<file path="src/rtl/cpu_cs_useq_16.sv">
// Control-store micro-sequencer: next-address select, return stack and loop counter.
// Optional loop counter is enabled by defining CPU_CS_USEQ_LOOPCNT_EN.
module cpu_cs_useq_16 #(
    parameter int STACK_DEPTH = 5,
    parameter int LCNT_W      = 8
) (
    input  logic        CLK,
    input  logic        RST,
    input  logic        ADV,
    input  logic [3:0]  INSTR_3_0,
    input  logic [12:0] D_12_0,
    input  logic        CC,
    input  logic        CCEN_n,
    output logic [12:0] CSA_12_0,
    output logic [9:0]  CSCA_9_0,
    output logic        STK_EMPTY,
    output logic        STK_FULL,
    output logic        STK_ERR,
    output logic        LCNT_ZERO
);

    localparam int SP_W = $clog2(STACK_DEPTH + 1);

    logic [12:0]     csa, nxt, inc, tos;
    logic [12:0]     stk [STACK_DEPTH];
    logic [SP_W-1:0] sp, top_idx;
    logic            err, pass, empty, full;
    logic            push, pop, tos_rd, clr, err_set;

    assign pass    = CCEN_n | CC;
    assign inc     = csa + 13'd1;
    assign empty   = (sp == '0);
    assign full    = (sp == SP_W'(STACK_DEPTH));
    assign top_idx = empty ? '0 : sp - 1'b1;
    // An empty stack reads as address zero.
    assign tos     = empty ? 13'd0 : stk[top_idx];
    assign err_set = (push & full) | ((pop | tos_rd) & empty);

`ifdef CPU_CS_USEQ_LOOPCNT_EN
    logic [LCNT_W-1:0] lcnt;
    logic              ld_cnt, dec_cnt;
`endif

    always_comb begin
        nxt    = inc;
        push   = 1'b0;
        pop    = 1'b0;
        tos_rd = 1'b0;
        clr    = 1'b0;
`ifdef CPU_CS_USEQ_LOOPCNT_EN
        ld_cnt  = 1'b0;
        dec_cnt = 1'b0;
`endif
        case (INSTR_3_0)
            4'h0: begin nxt = '0; clr = 1'b1; end
            4'h2: if (pass) nxt = D_12_0;
            4'h3: if (pass) begin push = 1'b1; nxt = D_12_0; end
            4'h4: if (pass) begin pop = 1'b1; nxt = tos; end
`ifdef CPU_CS_USEQ_LOOPCNT_EN
            4'h5: ld_cnt = 1'b1;
            4'h6: if (lcnt != '0) begin dec_cnt = 1'b1; nxt = D_12_0; end
`endif
            4'h7: push = 1'b1;
            // Loop end: exit on pass, otherwise branch back to the loop head.
            4'h8: if (pass) pop = 1'b1;
                  else begin tos_rd = 1'b1; nxt = tos; end
            default: ;
        endcase
    end

    always_ff @(posedge CLK or posedge RST) begin
        if (RST) begin
            csa <= '0;
            sp  <= '0;
            err <= 1'b0;
        end else if (ADV) begin
            csa <= nxt;
            if (clr)                sp <= '0;
            else if (push && !full) sp <= sp + 1'b1;
            else if (pop && !empty) sp <= sp - 1'b1;
            if (clr)          err <= 1'b0;
            else if (err_set) err <= 1'b1;
        end
    end

    // Entries above sp are don't-care, so the array needs no reset.
    always_ff @(posedge CLK) begin
        if (ADV && push && !full && !clr) stk[sp] <= inc;
    end

`ifdef CPU_CS_USEQ_LOOPCNT_EN
    always_ff @(posedge CLK or posedge RST) begin
        if (RST)          lcnt <= '0;
        else if (ADV) begin
            if (ld_cnt)       lcnt <= D_12_0[LCNT_W-1:0];
            else if (dec_cnt) lcnt <= lcnt - 1'b1;
        end
    end
    assign LCNT_ZERO = (lcnt == '0);
`else
    localparam int lcnt_w_unused = LCNT_W;
    assign LCNT_ZERO = 1'b1;
`endif

    assign CSA_12_0  = csa;
    assign CSCA_9_0  = tos[9:0];
    assign STK_EMPTY = empty;
    assign STK_FULL  = full;
    assign STK_ERR   = err;

endmodule

</file>
<file path="config.mk">
export PLATFORM = sky130hd
export DESIGN_NAME = cpu_cs_useq_16
export DESIGN_NICKNAME = d
export VERILOG_FILES = /design/src/rtl/cpu_cs_useq_16.sv
export SDC_FILE = /design/constraint.sdc
export NUM_CORES = 1
export LEC_CHECK = 0
export ABC_AREA = 1
export CAP_MARGIN = 20
export CORE_ASPECT_RATIO = 1.25
export CORE_MARGIN = 3
export CORE_UTILIZATION = 48
export CTS_BUF_LIST = sky130_fd_sc_hd__clkbuf_2
export DETAILED_ROUTE_END_ITERATION = 8
export GPL_TIMING_DRIVEN = 0
export PLACE_DENSITY_LB_ADDON = 0.2
export SYNTH_ARGS = -nofsm -noshare
export SYNTH_HDL_FRONTEND = slang
export SYNTH_SLANG_ARGS = --single-unit
</file>
<file path="constraint.sdc">
create_clock -name CLK -period 2.8 [get_ports CLK]
set_clock_uncertainty 0.05 [all_clocks]
set_input_delay 0.56 -clock CLK [delete_from_list [all_inputs] [get_ports CLK]]
set_output_delay 0.56 -clock CLK [all_outputs]
set_load 0.005 [all_outputs]
</file>
==> results.md <==
- Cell at the root of the clock tree: sky130_fd_sc_hd__clkbuf_2
- First-pass GRT wire length: 21800 um
- Max Fanout on Critical Path: 5
- Average wire per cell in the routed design: about 16 um
- Minimum setup slack among reg-to-reg paths: about 90 ps
- Boundary Pins: between 40 and 50
- Clock Tree Buf Depth: 2
- Pwr dens: around 1100 nW/um2
- Fraction of layout instances using a drive strength above 1: 23.96%
- Synthesized instance count: 620
- Detail Placement HPWL: 9505 um
- Kind of end point of the critical path: output pin
- Post-synth net total: between 600 and 700
- DRC violations left: 0
- Slew at the pin closest to its max-slew limit: 744.3 ps
- Min-delay worst type: in -> async
- Placed cells: between 700 and 800
- Flops & latches, synth: 82
- Final Wtd Congestion: around 0.91
- FMAX: around 340 MHz
- Max-slew violation total from the final report: 0
- Most frequent cells in the layout: 211 x sky130_fd_sc_hd__nand2_1, 72 x sky130_fd_sc_hd__inv_1, 65 x sky130_fd_sc_hd__edfxtp_1
- Data required, critical path: between 2000 and 2500 ps
- Clock latency at the later pin of the worst-skew pair: 560 ps
- Area overhead of the layout relative to synthesis: 31.83%
- Setup slack of the critical path after layout: -148.5 ps
- Commonest non-fill, non-tap cell in the layout: sky130_fd_sc_hd__nand2_1
- Cell variety after synth: 34
- Reg clk slew, reported paths: ~220 ps
- Headroom to the max-slew limit: 50.32%
- Largest net degree at the start of global routing: 18
- Peak supply drop: ~0.42 mV
- H-Tree Level Count: 3
- Die H: roughly 120 um
- # clock sinks: 82
- Vias: approximately 4500
- Final critical-path required period: roughly 2900 ps
- Core Footprint: just under 10000 um2
- Number of global-route vias before repair: ~4400
- Via density: about 5.2
- Unrepaired setup endpoints after global routing: true
- Proportion of synthesized chip area in sequential cells: around half
- Antenna violations before repair: 0
- Total Die Area: 11240 um2
- Total wirelength of the detailed-routed design: approximately 14000 um
- Most used DFF post-synth: sky130_fd_sc_hd__edfxtp_1
- Layout Cells excl Fill: 869
- Antenna diodes: 0
- Detailed-routing iteration count for the pre-antenna-repair pass: 5
- Violations in the final reports: negative setup slack
- Final Setup Violations: 8
- Final cell utilization of the core: about two thirds
- Type of element launching the critical path: flip-flop
- Share of the cycle needed by the critical path after routing: 105.3%
- Number of antenna-violating nets in the routed design: 0
- Number of buffers created by CTS: 9
- Cell Rows: 40
- Maximum Capacitance Violations: 0
- Synthesized area per cell: 7.741 um2
- Die width: approximately 95 um
- Global route total overflow: 0
- CTS tree: yes
- Run status: complete, but fails checks
- Number of input and output port buffers inserted: 46
- Critical Path Start: sp[0]
- First DRT Iteration DRCs: 300
- Critical register-to-register path startpoint: sp[0]
- GR Util All Layers: approximately 26%
- FFs w/ async S/R, synth: between 20% and 30%
- Synth warnings: 0
- Post-Syn Area: around 4800 um2
- CP Data Arrival Time: 2340 ps
- Post-layout nets: between 700 and 800
- Setup Total Neg Slack: -860.1 ps
- EDFF count, synth: 65
- Leakage Power: about 3 nW
- Starting Density: 49.69%
- Count of hold buffers inserted by post-cts repair: 0
- Hold Vio Cnt, Final: 0
- Setup CP Type: reg -> out
[report_power, final]
| part | total (mW) | internal, mW | leakage [nW] | switching (mW) |
|---|---|---|---|---|
| Combinational | 4.81 | 2.31 | 2.07 | 2.50 |
| Sequential | 1.56 | 1.47 | 0.799 | 0.0950 |
| Clock | 0.707 | 0.292 | 0.0740 | 0.416 |
| Total | 7.08 | 4.07 | 2.94 | 3.01 |
[area by class of cell]
cell class / instances / area [um2]
fill: 794 / 3332
inverter: 85 / 329.1
timing repair buffer: 109 / 963.4
multi-input combinational: 428 / 2167
clock inverter: 5 / 80.08
buffer: 24 / 200.2
tap: 126 / 157.7
clock buffer: 10 / 50.05
sequential: 82 / 2380
[critical path: stages (launching register included)]
cell and delay (ps):
sky130_fd_sc_hd__dfrtp_2 490, sky130_fd_sc_hd__inv_4 70, sky130_fd_sc_hd__buf_8 120, sky130_fd_sc_hd__ha_4 210, sky130_fd_sc_hd__inv_4 60, sky130_fd_sc_hd__nand2_4 60, sky130_fd_sc_hd__buf_4 160, sky130_fd_sc_hd__nor2_1 140
sky130_fd_sc_hd__nand2_1 100, sky130_fd_sc_hd__nand2_2 90, sky130_fd_sc_hd__nand2_2 60, sky130_fd_sc_hd__nand2_2 80, sky130_fd_sc_hd__inv_2 40, sky130_fd_sc_hd__buf_6 100
[layer usage]
layer  up-vias  track usage [%]  routed length, um
met4         0            12.01                575
met1      2076            29.87               5407
met5         -                0                  0
met3        49            4.156                791
li1       2208                -                  -
met2       215            44.85               7557
[flip-flops by register name (all words and copies together) (netlist names)]
signal / cells
stk: 65
STK_ERR: 1
CSA_12_0: 13
sp: 3
[worst paths after layout]
kind                       cells past startpoint           to
setup reg to reg                               8    stk[3][0]
hold reg to reg                                2      STK_ERR
max in group asynchronous                      2        sp[0]
hold / removal                                 2  CSA_12_0[3]
min in group CLK                               3  CSA_12_0[2]
setup / recovery                              13  CSCA_9_0[7]
[kinds of logic (layout without fill, tap and decap cells)]
logic type / after synthesis / count (layout) / share of synthesized area [%]
buffers and inverters: 110 / 233 / 10.09
flip-flops: 82 / 82 / 49.53
AO/OA/AOI/OAI: 68 / 68 / 7.377
XOR/XNOR: 5 / 5 / 1.304
adder cells (fa/ha/maj): 5 / 5 / 1.303
other: 1 / 1 / 0.07813
AND/OR/NAND/NOR: 349 / 349 / 30.32
[synth_stat cells, types with 2 or more instances]
cell                       number  area [um2]
sky130_fd_sc_hd__a21oi_1       26       130.1
sky130_fd_sc_hd__buf_2          7       35.03
sky130_fd_sc_hd__buf_4          4       30.03
sky130_fd_sc_hd__buf_6          6       67.56
sky130_fd_sc_hd__clkbuf_1       8       30.03
sky130_fd_sc_hd__dfrtp_1       17       425.4
sky130_fd_sc_hd__edfxtp_1      65        1952
sky130_fd_sc_hd__ha_1           5       62.56
sky130_fd_sc_hd__inv_1         81       304.0
sky130_fd_sc_hd__inv_2          3       11.26
sky130_fd_sc_hd__nand2_1      231       867.1
sky130_fd_sc_hd__nand2_2        4       25.02
sky130_fd_sc_hd__nand2_4        2       22.52
sky130_fd_sc_hd__nand3_1       46       230.2
sky130_fd_sc_hd__nand3_2        2       20.02
sky130_fd_sc_hd__nand4_1        4       25.02
sky130_fd_sc_hd__nor2_1        49       183.9
sky130_fd_sc_hd__nor3_1         2       10.01
sky130_fd_sc_hd__nor4_1         3       18.77
sky130_fd_sc_hd__o211ai_1       3       22.52
sky130_fd_sc_hd__o21ai_0       37       185.2
sky130_fd_sc_hd__xor2_1         3       26.28
[through the flow]
stage	setup WS (ps)	area (um2)	hold WS (ps)	total power, mW
after CTS	-238.5	6141	342.0	6.506
after floorplan	-59.20	4800	435.9	3.450
after detailed placement	-417.9	5499	452.4	4.589
after global placement	-1622	5418	438.3	4.521
after global routing	-257.1	6327	356.3	7.528
final	-148.5	6327	345.7	7.077
[what timing repair did]
item / CTS / global route
cloned: 1 / 0
gates resized for setup: 103 / 41
setup endpoints to repair: 19 / 23
setup buffers: 49 / 9
pin swaps: 31 / 38
No activity file was read; power rests on OpenSTA's default activity.
==> variant 1, RTL diff (config.mk and constraints unchanged) <==
Set the parameter `STACK_DEPTH` to 6 (it was 5).
--- a/src/rtl/cpu_cs_useq_16.sv
+++ b/src/rtl/cpu_cs_useq_16.sv
@@ -1,7 +1,7 @@
 // Control-store micro-sequencer: next-address select, return stack and loop counter.
 // Optional loop counter is enabled by defining CPU_CS_USEQ_LOOPCNT_EN.
 module cpu_cs_useq_16 #(
-    parameter int STACK_DEPTH = 5,
+    parameter int STACK_DEPTH = 6,
     parameter int LCNT_W      = 8
 ) (
     input  logic        CLK,
Check against the original RTL: not equivalent (a bounded check fails within 10 cycles, from zero or initial values and one cycle with RST high).
==> variant 1 against the unedited design <==
The flow still finishes with violations (setup timing); worst hold slack worse by 180 ps; worst setup slack worse by 70 ps; sequential cell count is 13 higher; critical path type unchanged; sequential share of layout area is 2.6 points higher; design area is 8.8% higher; critical path depth increased by 1; register-to-register slack worse by 240 ps; routed wire length increased by 5.8%; largest power group unchanged; highest routed layer unchanged; total power rose by 18%; synthesized area increased by 9.7%; global-route usage decreased by 0.15 points; via count is 4.6% higher.
==> variant 1: results (changes against the unedited design) <==
## Global routing
* Global Route met1 Usage: 0.288, -0.0110
* met2 Resource Use GR: 0.462, +0.0135
* pin count of the biggest net entering global routing: 18, unchanged
* M3 GR Usage: 0.0378, -0.00375
* antenna violations before repair: 1, +1
* wire length of the first global-routing pass: 23.7 mm, +8.9%
* Global Route Usage Sum: 0.255, -0.00145

## Clock tree
* source-to-sink clock delay at the later pin of the worst-skew pair: 590 ps, +30 ps
* number of sinks on the clock net: 95, +16%
* clock-pin slew reported for the worst setup and hold paths after clock tree synthesis: 250 ps, +30 ps

## Finish
* Layout Nets: 778, +1.6%
* share of the final layout cell area in sequential cells: 0.402, +0.0263
* layout cells sized above 1: 0.269, +0.0289
* non-filler cells in the finished layout: 889, +2.3%
* clock buffer count: 9, -1
* number of inserted diodes: 1, +1
* proportion of cell area occupied by multi-input gates: 0.340, -0.00280
* clock network area share: 0.0171, -0.00348
* post-layout util: 0.645, -0.00973
* number of inverters outside the clock class in the layout: 76, -11%
* number of multi-input combinational cells: 439, +2.6%
* data-path buffer share of cell area in the final layout: 0.173, -0.0109

## Synth
* ys async rst share: 0.179, -0.0284
* most common library cells after synthesis: nand2_1 (229), edfxtp_1 (78), inv_1 (71)
* part of the Yosys area used for sequential elements: 0.526, +0.0302
* number of standard cells after synthesis: 635, +2.4%
* library cells used by synthesis: 36, +5.9%

## Power
* sequential power share: 0.216, -0.005
* total combinational power: 5.89 mW, +22%
* maximum VDD drop: 0.502 mV, +20%
* overall power: 8.38 mW, +18%
* P_leak: 3.08 nW, +4.6%
* power spent charging and discharging nets: 3.69 mW, +23%

## Critical path
* delay of the slowest cell on the worst path: 470 ps, -20 ps
* number of cells on the worst reg-to-reg path: 26, +18
* data arrival time of the worst path: 2410 ps, +70 ps

## STA
* Setup WS post-layout: -218 ps, -69.6 ps
* Final setup violation count: 11, +3
* Worst-Margin Slew: 827 ps, +82.3 ps
* summed negative setup slack over all endpoints: -1940 ps, -1080 ps

## Placement
* instance area at placement: 5980 sq um, +8.8%
* Detail Placement HPWL: 10.4 mm, +9.7%
* routability congestion estimate: 0.904, -1.1%
* Placed Cells: 819, +2.8%
* Setup Slack @ Placement: -727 ps, -309 ps

## Min path
* worst hold-check path type: input port to register

## Route
* count of routing violations after the opening detailed-route iteration: 313, +4.3%

## Run status
* failing checks: setup timing
* run status: finished with violations

[variant 1: timing repair]
item / CTS / global route
gates resized for setup: 122 / 38
pin swaps: 40 / 31
cloned: 1 / 0
hold endpoints to repair: 0 / 0
setup endpoints to repair: 48 / 17
buffers inserted: 48 / 7
[variant 1: final timing paths]
kind,start,to,slack [ps]
setup / recovery,sp[0],CSCA_9_0[3],-220
hold / removal,ADV,CSA_12_0[12],170
setup reg to reg,sp[0],CSA_12_0[6],-150
hold reg to reg,CSA_12_0[12],CSA_12_0[12],540
max in group asynchronous,RST,sp[1],1860
min in group asynchronous,RST,CSA_12_0[6],290
[variant 1: cell families after synthesis]
family          after synthesis  synth area share
simple gates                358             0.290
xor+xnor                      9            0.0185
compound gates               66            0.0684
fa+ha+maj                     5            0.0119
other cells                   1          0.000712
buf+inv                     101            0.0853
flops                        95             0.526
[variant 1: layer usage]
layer  vias to the layer above  share of wire
li1                       2283              -
met1                      2238           0.38
met2                       191           0.53
met3                        47          0.044
met4                         0          0.042
met5                         -              0
==> variant 2, RTL diff (same flow settings) <==
Without the edit above. Register the output `STK_ERR` once more, with the module's reset; this adds one clock of latency there. The other outputs are not delayed to match.
--- a/src/rtl/cpu_cs_useq_16.sv
+++ b/src/rtl/cpu_cs_useq_16.sv
@@ -106,7 +106,13 @@
     assign CSCA_9_0  = tos[9:0];
     assign STK_EMPTY = empty;
     assign STK_FULL  = full;
-    assign STK_ERR   = err;
+    always_ff @(posedge CLK or posedge RST) begin
+        if (RST) begin
+            STK_ERR <= '0;
+        end else begin
+            STK_ERR <= err;
+        end
+    end
 
 endmodule
 
Check against the original RTL: not equivalent (a bounded check fails within 4 cycles, from zero or initial values and one cycle with RST high).
==> variant 2 against the unedited design <==
The run still ends with setup timing left; core utilization decreased by 0.99 points; routed wire length decreased by 6.7%; non-clock buffer count decreased by 6; largest power group unchanged; sequential cell count increased by 1; design area decreased by 1.0%; total power decreased by 1.2%; critical path type unchanged; worst setup slack got worse by 8.1 ps; register-to-register slack improved by 90 ps; synthesized area increased by 0.55%; cell count decreased by 1.6%; count of clock-buffer cells in the layout unchanged.
==> variant 2: results (changes against the unedited design) <==
## Power
* power spent charging and discharging nets: 3.01 mW, +0.21%
* maximum VDD drop: 0.433 mV, +3.6%
* P_leak: 2.90 nW, -1.5%

## Synth
* library cells used by synthesis: 36, +5.9%
* Post-synth EDFFs: 65, unchanged
* number of standard cells after synthesis: 615, -0.81%
* top cells by area in the synthesized netlist: edfxtp_1 (40%), nand2_1 (18%), dfrtp_1 (9.3%)
* part of the Yosys area used for sequential elements: 0.498, +0.00249
* synthesized net count: 642, -0.77%
* most common library cells after synthesis: nand2_1 (226), inv_1 (73), edfxtp_1 (65)
* most used flip-flop cell after synthesis: edfxtp_1
* ys async rst share: 0.217, +0.00955

## STA
* Final setup violation count: 10, +2
* worst hold margin: 353 ps, +7.37 ps
* Max-Slew Margin vs Limit: 0.478, -0.0255
* summed negative setup slack over all endpoints: -1080 ps, -219 ps
* Setup WS post-layout: -157 ps, -8.13 ps

## Finish
* layout cells sized above 1: 0.244, +0.00460
* Layout Nets: 752, -1.8%
* fill cell total of the finished layout: 849, +6.9%
* number of inserted diodes: 0, unchanged

## Clock tree
* number of CTS-inserted buffers: 9, unchanged
* number of buffers on the longest clock path: 2, unchanged
* root buffer selected by CTS: clkbuf_2
* clock-pin slew reported for the worst setup and hold paths after clock tree synthesis: 200 ps, -20 ps

## Min path
* worst hold-check path type: register to register

## Route
* Detail Route Antenna Nets: 0, unchanged
* wire length per cell after detailed routing: 15.6 um, -5.2%
* drt via density: 5.14, -1.8%
* via count: 4396, -3.3%
* count of routing violations after the opening detailed-route iteration: 314, +4.7%

## Run status
* run status: finished with violations
* failing checks: setup timing

## Global routing
* Global Route Usage Sum: 0.247, -0.00920
* wire length of the first global-routing pass: 21.4 mm, -1.8%
* pin count of the biggest net entering global routing: 19, +1

## Placement
* routability congestion estimate: 0.946, +3.5%
* Placed Cells: 793, -0.50%
* Detail Placement HPWL: 9.39 mm, -1.2%
* instance area at placement: 5530 sq um, +0.48%
* Setup Slack @ Placement: -470 ps, -52.4 ps

## Critical path
* data arrival time of the worst path: 2350 ps
* setup slack on the worst flop-to-flop path: 180 ps, +90 ps
* highest fanout seen on the critical path: 4, -1

-- variant 2: cell types whose count changed after synthesis, moves of 2 or more --
cell      delta
nand3_1      +5
buf_6        -2
nand3_2      -2
inv_1        -8
nor2_1      -15
buf_2        +5
o21ai_1      +5
nand2_2      +4
o211ai_1     -2
o21ai_0      -4
a21oi_1      +5
nand2_1      -5
nor2_2       +7
-- variant 2: kinds of logic after synthesis --
| kind of cell | count (synthesis) | synth area share |
|---|---|---|
| simple gates | 344 | 0.304 |
| flops | 83 | 0.498 |
| xor+xnor | 5 | 0.0130 |
| other cells | 1 | 0.000777 |
| compound gates | 72 | 0.0760 |
| fa+ha+maj | 5 | 0.0130 |
| buf+inv | 105 | 0.0959 |
-- variant 2: layout make-up --
cell class                 count  share of cell area
multi-input combinational    427               0.348
timing repair buffer         100               0.148
inverter                      77              0.0489
sequential                    83               0.384
clock buffer                  10             0.00799
clock inverter                 5             0.00499
tap                          126              0.0252
buffer                        27              0.0338
-- variant 2: critical path, stage by stage, from the launching register on --
cell and delay (ps):
dfrtp_1 430, buf_6 140, inv_8 50, buf_8 100
ha_4 210, inv_4 80, nand2_8 70, buf_12 130
buf_6 120, nor2_2 70, nand2_1 60, nand2_2 90
nand2_2 60, nand2_2 80, inv_2 40, buf_6 100
-- variant 2: path summary, 6_finish.rpt --
check | startpoint | endpoint | cells after the start
setup / recovery | sp[0] | CSCA_9_0[2] | 15
hold / removal | err | STK_ERR | 0
setup reg to reg | sp[1] | stk[0][2] | 8
hold reg to reg | err | STK_ERR | 0
max in group asynchronous | RST | sp[1] | 2
min in group asynchronous | RST | CSA_12_0[6] | 2
-- variant 2: power by group through the flow --
stage | clock network [mW] | logic [mW] | registers (mW)
4_1_cts | 0.527 | 4.32 | 1.58
3_3_place_gp | 0 | 3.04 | 1.60
5_1_grt | 0.581 | 5.29 | 1.60
6_report | 0.522 | 4.88 | 1.59
2_1_floorplan | 0 | 1.97 | 1.58
3_5_place_dp | 0 | 3.12 | 1.61
-- variant 2: per-layer routing --
metal | vias to the layer above | track usage | wire (um) | part of all wire
met1 | 2001 | 0.295 | 5150 | 0.39
met5 | - | 0 | 0 | 0
met4 | 0 | 0.113 | 490 | 0.037
met3 | 31 | 0.0390 | 774 | 0.058
li1 | 2186 | - | - | -
met2 | 178 | 0.425 | 6950 | 0.52
-- variant 2: what timing repair did --
item                                    4_1_cts  5_1_grt
gates resized for setup                     104       42
endpoints found under the setup margin       11       11
cloned                                        1        0
setup buffers                                40        7
pin swaps                                    28       30
hold buffers                                  0        0
endpoints found under the hold margin         0        0
-- variant 2: per-stage QoR --
stage               total power [mW]   util
floorplan                       3.55      -
global placement                4.65  0.561
detailed placement              4.73  0.569
CTS                             6.43  0.626
global route                    7.47  0.645
finish                          6.99  0.645
